### config.mk
export PLATFORM = sky130hd
export DESIGN_NAME = demux1to4_framer
export DESIGN_NICKNAME = d
export VERILOG_FILES = /design/src/rtl/demux1to4_framer.sv
export SDC_FILE = /design/constraint.sdc
export NUM_CORES = 1
export LEC_CHECK = 0
export CAP_MARGIN = 20
export CORE_MARGIN = 10
export CORE_UTILIZATION = 42
export DETAILED_ROUTE_END_ITERATION = 8
export PLACE_DENSITY = 0.77
export SYNTH_ARGS = -nofsm -noshare
export SYNTH_HDL_FRONTEND = slang
export SYNTH_SLANG_ARGS = --single-unit
### constraint.sdc
create_clock -name clock -period 2.19 [get_ports clock]
set_input_delay 0.438 -clock clock [delete_from_list [all_inputs] [get_ports clock]]
set_output_delay 0.438 -clock clock [all_outputs]
set_load 0.005 [all_outputs]
### src/rtl/demux1to4_framer.sv
// -----------------------------------------------------------------------------
// demux1to4_framer
//
// Time-division 1-to-4 demultiplexer. A serial stream of WIDTH-bit beats is
// steered into four registered output lanes.
//   * Auto mode (sel_mode = 0): beats fill lanes 0,1,2,3 in rotation. The first
//     three beats are held in shadow registers, and the whole frame is committed
//     to dout on the 4th beat, so consumers never see a half-updated frame.
//   * Explicit mode (sel_mode = 1): each beat is written straight into lane sel.
//
// Ports
//   clock        in   rising-edge system clock
//   resetn       in   asynchronous active-low reset
//   din          in   WIDTH   beat data
//   din_valid    in   1       beat present this cycle
//   frame_sync   in   1       with din_valid, forces this beat to lane 0
//   sel_mode     in   1       0 = auto rotate, 1 = explicit select
//   sel          in   2       target lane in explicit mode
//   dout         out  4*WIDTH lane k at bits [k*WIDTH +: WIDTH]
//   lane_strobe  out  4       one-hot/all-ones pulse marking lanes just written
//   frame_valid  out  1       one-cycle pulse after an auto-mode frame commit
//   cur_ch       out  2       lane the next auto-mode beat will target
//   frame_count  out  CNT_W   committed auto-mode frames, wrapping
// -----------------------------------------------------------------------------
module demux1to4_framer #(
    parameter int WIDTH = 1,
    parameter int CNT_W = 8
) (
    input  logic               clock,
    input  logic               resetn,
    input  logic [WIDTH-1:0]   din,
    input  logic               din_valid,
    input  logic               frame_sync,
    input  logic               sel_mode,
    input  logic [1:0]         sel,
    output logic [4*WIDTH-1:0] dout,
    output logic [3:0]         lane_strobe,
    output logic               frame_valid,
    output logic [1:0]         cur_ch,
    output logic [CNT_W-1:0]   frame_count
);

    // Auto-mode fill pointer. LANE0 is the EMPTY state, LANE1..LANE3 are FILLING.
    typedef enum logic [1:0] {
        LANE0 = 2'd0,
        LANE1 = 2'd1,
        LANE2 = 2'd2,
        LANE3 = 2'd3
    } ptr_t;

    ptr_t             ch_ptr;
    ptr_t             ch_next;
    logic [1:0]       p_eff;
    logic             mode_q;
    logic [WIDTH-1:0] shadow [3];
    logic             commit;
    logic             shadow_we;
    logic             explicit_we;

    // Next pointer and write controls.
    always_comb begin
        ch_next     = ch_ptr;
        p_eff       = ch_ptr;
        commit      = 1'b0;
        shadow_we   = 1'b0;
        explicit_we = 1'b0;

        // A mode change abandons any partial frame; the beat of this same
        // cycle is then handled under the new mode starting from lane 0.
        if (sel_mode != mode_q) begin
            p_eff = 2'd0;
        end

        if (sel_mode) begin
            ch_next     = LANE0;
            explicit_we = din_valid;
        end else begin
            if (din_valid && frame_sync) begin
                p_eff = 2'd0;
            end
            ch_next = ptr_t'(p_eff);
            if (din_valid) begin
                if (p_eff == 2'd3) begin
                    commit  = 1'b1;
                    ch_next = LANE0;
                end else begin
                    shadow_we = 1'b1;
                    ch_next   = ptr_t'(p_eff + 2'd1);
                end
            end
        end
    end

    always_ff @(posedge clock or negedge resetn) begin
        if (!resetn) begin
            ch_ptr <= LANE0;
        end else begin
            ch_ptr <= ch_next;
        end
    end

    always_ff @(posedge clock or negedge resetn) begin
        if (!resetn) begin
            mode_q      <= 1'b0;
            dout        <= '0;
            lane_strobe <= '0;
            frame_valid <= 1'b0;
            frame_count <= '0;
            for (int k = 0; k < 3; k++) begin
                shadow[k] <= '0;
            end
        end else begin
            mode_q      <= sel_mode;
            lane_strobe <= '0;
            frame_valid <= 1'b0;

            for (int k = 0; k < 3; k++) begin
                if (shadow_we && (p_eff == 2'(k))) begin
                    shadow[k] <= din;
                end
            end

            // The 4th beat bypasses the shadows and lands in lane 3 directly,
            // so the frame is visible the cycle after its last beat.
            if (commit) begin
                dout        <= {din, shadow[2], shadow[1], shadow[0]};
                lane_strobe <= 4'b1111;
                frame_valid <= 1'b1;
                frame_count <= frame_count + CNT_W'(1);
            end

            if (explicit_we) begin
                dout[int'(sel)*WIDTH +: WIDTH] <= din;
                lane_strobe                    <= 4'b0001 << sel;
            end
        end
    end

    assign cur_ch = ch_ptr;

endmodule
==> results.json <==
{
  "ys_ff_latch": 23,
  "diodes": 0,
  "cp-end-kind": "flip-flop",
  "synth_adder_area_share_pct": 10.8,
  "layout_common_cells": "dfrtp_1, clkdlybuf4s50_1, nand2_1",
  "outcome": "completed",
  "holdCritPathClass": "primary input to async pin",
  "vias_per_cell": 5.06,
  "crit_slowest_cell": "dfrtp_1",
  "antenna_found_initial": 0,
  "maxCapViolations": 0,
  "clock_sinks": 23,
  "grt_overflow": 0,
  "hold_ws_ns": 0.479,
  "fmax_ghz": 0.478,
  "ys_seq_area_share_pct": 49.6,
  "start_kind": "flip-flop",
  "worstSetupPathDepth": 8,
  "cp.arrival_ns": 2.29,
  "synth_top_family_by_area": "simple AND/OR/NAND/NOR gates",
  "grt_pass1_vias": 975,
  "start_util_pct": 42.8,
  "hold_viol": 0,
  "final.setup_skew_ns": 0.00899,
  "crit_type": "flip-flop to flip-flop",
  "die_height_um": 72.6,
  "synth_nets": 128,
  "dp.cells": 177,
  "crit_required_ns": 2.39,
  "p_total_w": 0.000828,
  "setup_viol_count_final": 0,
  "setup_ws_ns": 0.0989,
  "cts_inserted_buffers": 3,
  "drtIter0Drc": 11,
  "dr.pass1.iters": 4,
  "slew_headroom_pct": 81.1,
  "synthSimpleGateAreaFrac_pct": 19.6,
  "peakVddDrop_uv": 347,
  "reg2reg_depth": 8,
  "area_growth_syn_to_layout_pct": 37.8,
  "drc": 0,
  "wl_mm": 2.63,
  "worstSkewPairLatency_ns": 0.30,
  "synth_area_leaders": "dfrtp_1, ha_1, nand2_1, xnor2_1, a31oi_1",
  "slowest_delay_ns": 0.42,
  "yosysWarnings": 0,
  "dp_slack_ns": -0.486,
  "ys_types": 30,
  "yosysTopAreaCell": "dfrtp_1",
  "via_count": 936,
  "drive_above_1_share_pct": 18.2,
  "grt_start_max_net_pins": 24,
  "slew_viol_final": 0,
  "syn_area_um2": 1160,
  "nFillCells": 235,
  "grt_pass1_wl_mm": 4.37,
  "synth_xor_area_share_pct": 5.28,
  "fin_crit_sh_pct": 95.5,
  "synth_top_area_share_pct": 49.6,
  "setup_tns_ns": 0,
  "coreArea_um2": 2710,
  "seq_area_um2": 576,
  "worst-path-buf-inv": 0,
  "rsz0062_at_grt": "false",
  "multi_input_area_um2": 561,
  "die_x_um": 72.6,
  "grtUsageTotal_pct": 9.90,
  "dieArea_um2": 5270,
  "p_leak_nw": 0.768,
  "synth-compound-area-share_pct": 8.94,
  "fin_crit_ns": 2.09,
  "p_per_area_nw_per_um2": 517,
  "netlist_instances": 110,
  "rows": 19,
  "cts_tree": "built",
  "crit_chain": "nand2_1, a21oi_1, and2_1, ha_2, nor3b_2, o21ai_2, or3b_1, mux2_4",
  "routedWlPerCell_um": 14.2,
  "gp_congestion": 0.823,
  "worst_slew_pin_slew_ns": 0.280,
  "fin_cells": 185,
  "htreeDepth": 1,
  "critPathMaxFanout": 3,
  "cts.path.max_buffers": 2,
  "syn_area_per_cell_um2": 10.6,
  "hpwl_mm": 2.05,
  "drtAntennaViolNets": 0,
  "ios": 27,
  "critPathTopFamily": "simple AND/OR/NAND/NOR gates",
  "port_buffers": 26,
  "synth_mux_area_share_pct": 3.23,
  "cts-root-buf": "clkbuf_4",
  "path_clk_slew_ns": 0.13,
  "finalNetCount": 173
}
where the power goes:
| group | internal, W | total [W] | switching (W) |
|---|---|---|---|
| logic | 0.0000967 | 0.000166 | 0.0000693 |
| registers | 0.000454 | 0.000472 | 0.0000181 |
| clock network | 0.0000707 | 0.000190 | 0.000119 |
| total | 0.000622 | 0.000828 | 0.000206 |
logic make-up (layout without fill, tap and decap cells):
kind of cell | Yosys count | in the layout
fa+ha+maj | 10 | 10
flops | 23 | 23
simple gates | 44 | 44
mux | 3 | 3
compound gates | 15 | 15
xor+xnor | 7 | 7
buf+inv | 8 | 52
timing repair:
item | CTS | global route
resized for setup | 5 | 0
hold buffers | 0 | 0
hold endpoints to repair | 0 | 0
setup buffers | 3 | 1
endpoints found under the setup margin | 3 | 4
pin swaps | 4 | 0
stage by stage:
step                instance area, um2  util, %
floorplan                         1160        -
global placement                  1540     56.9
detailed placement                1540     56.9
CTS                               1590     58.8
global route                      1600     59.0
finish                            1600     59.0
final timing paths:
kind                                               to                        from  slack (ns)
setup / recovery                shadow[1]$_DFFE_PN0P_            mode_q$_DFF_PN0_         0.1
hold / removal             frame_count[7]$_DFFE_PN0P_                      resetn        0.48
setup reg to reg                shadow[1]$_DFFE_PN0P_            mode_q$_DFF_PN0_         0.1
hold reg to reg            frame_count[7]$_DFFE_PN0P_  frame_count[7]$_DFFE_PN0P_        0.48
max in group asynchronous  frame_count[1]$_DFFE_PN0P_                      resetn        1.47
min in group clock         frame_count[7]$_DFFE_PN0P_  frame_count[7]$_DFFE_PN0P_        0.48
worst register-to-register path, stage by stage (launching register included):
cell     delay, ns
dfrtp_1       0.42
nand2_1       0.10
a21oi_1       0.09
and2_1        0.16
ha_2          0.19
nor3b_2       0.25
o21ai_2       0.09
or3b_1        0.40
mux2_4        0.30
registers in the layout (all words and copies together), names as in the netlist:
signal,count
frame_count,8
lane_strobe,4
cur_ch,2
frame_valid,1
mode_q,1
shadow,3
dout,4
Yosys cell counts:
library cell / number
a21oi_1: 3
a221oi_1: 2
a31oi_1: 6
and2_1: 5
and2_2: 1
and3_1: 1
clkbuf_1: 2
clkinv_1: 1
dfrtp_1: 23
ha_1: 10
inv_1: 5
mux2_2: 2
mux2_4: 1
nand2_1: 20
nand2b_1: 1
nand3_1: 4
nand3b_1: 1
nand4_1: 3
nor2_1: 2
nor2b_1: 1
nor3_1: 1
nor3b_2: 1
nor4b_1: 1
o2111ai_1: 1
o21a_1: 1
o21ai_2: 2
or2_1: 1
or3b_1: 1
xnor2_1: 6
xor2_1: 1
cell type report:
| class | count | area share [%] |
|---|---|---|
| well taps | 31 | 2.42 |
| clock buffers | 4 | 1.64 |
| repair buffers | 42 | 23.5 |
| flip-flops and latches | 23 | 36.0 |
| inverters | 6 | 1.41 |
| multi-input cells | 79 | 35.0 |
per-layer routing:
layer  vias to the layer above  part of all wire [%]  global-route usage, %
li1                        466                     -                      -
met1                       451                    42                   11.4
met2                        17                    51                   17.1
met3                         2                   6.4                   3.54
met4                         0                  0.69                   2.32
met5                         -                     0                      0
(Power assumes the default switching activity.)
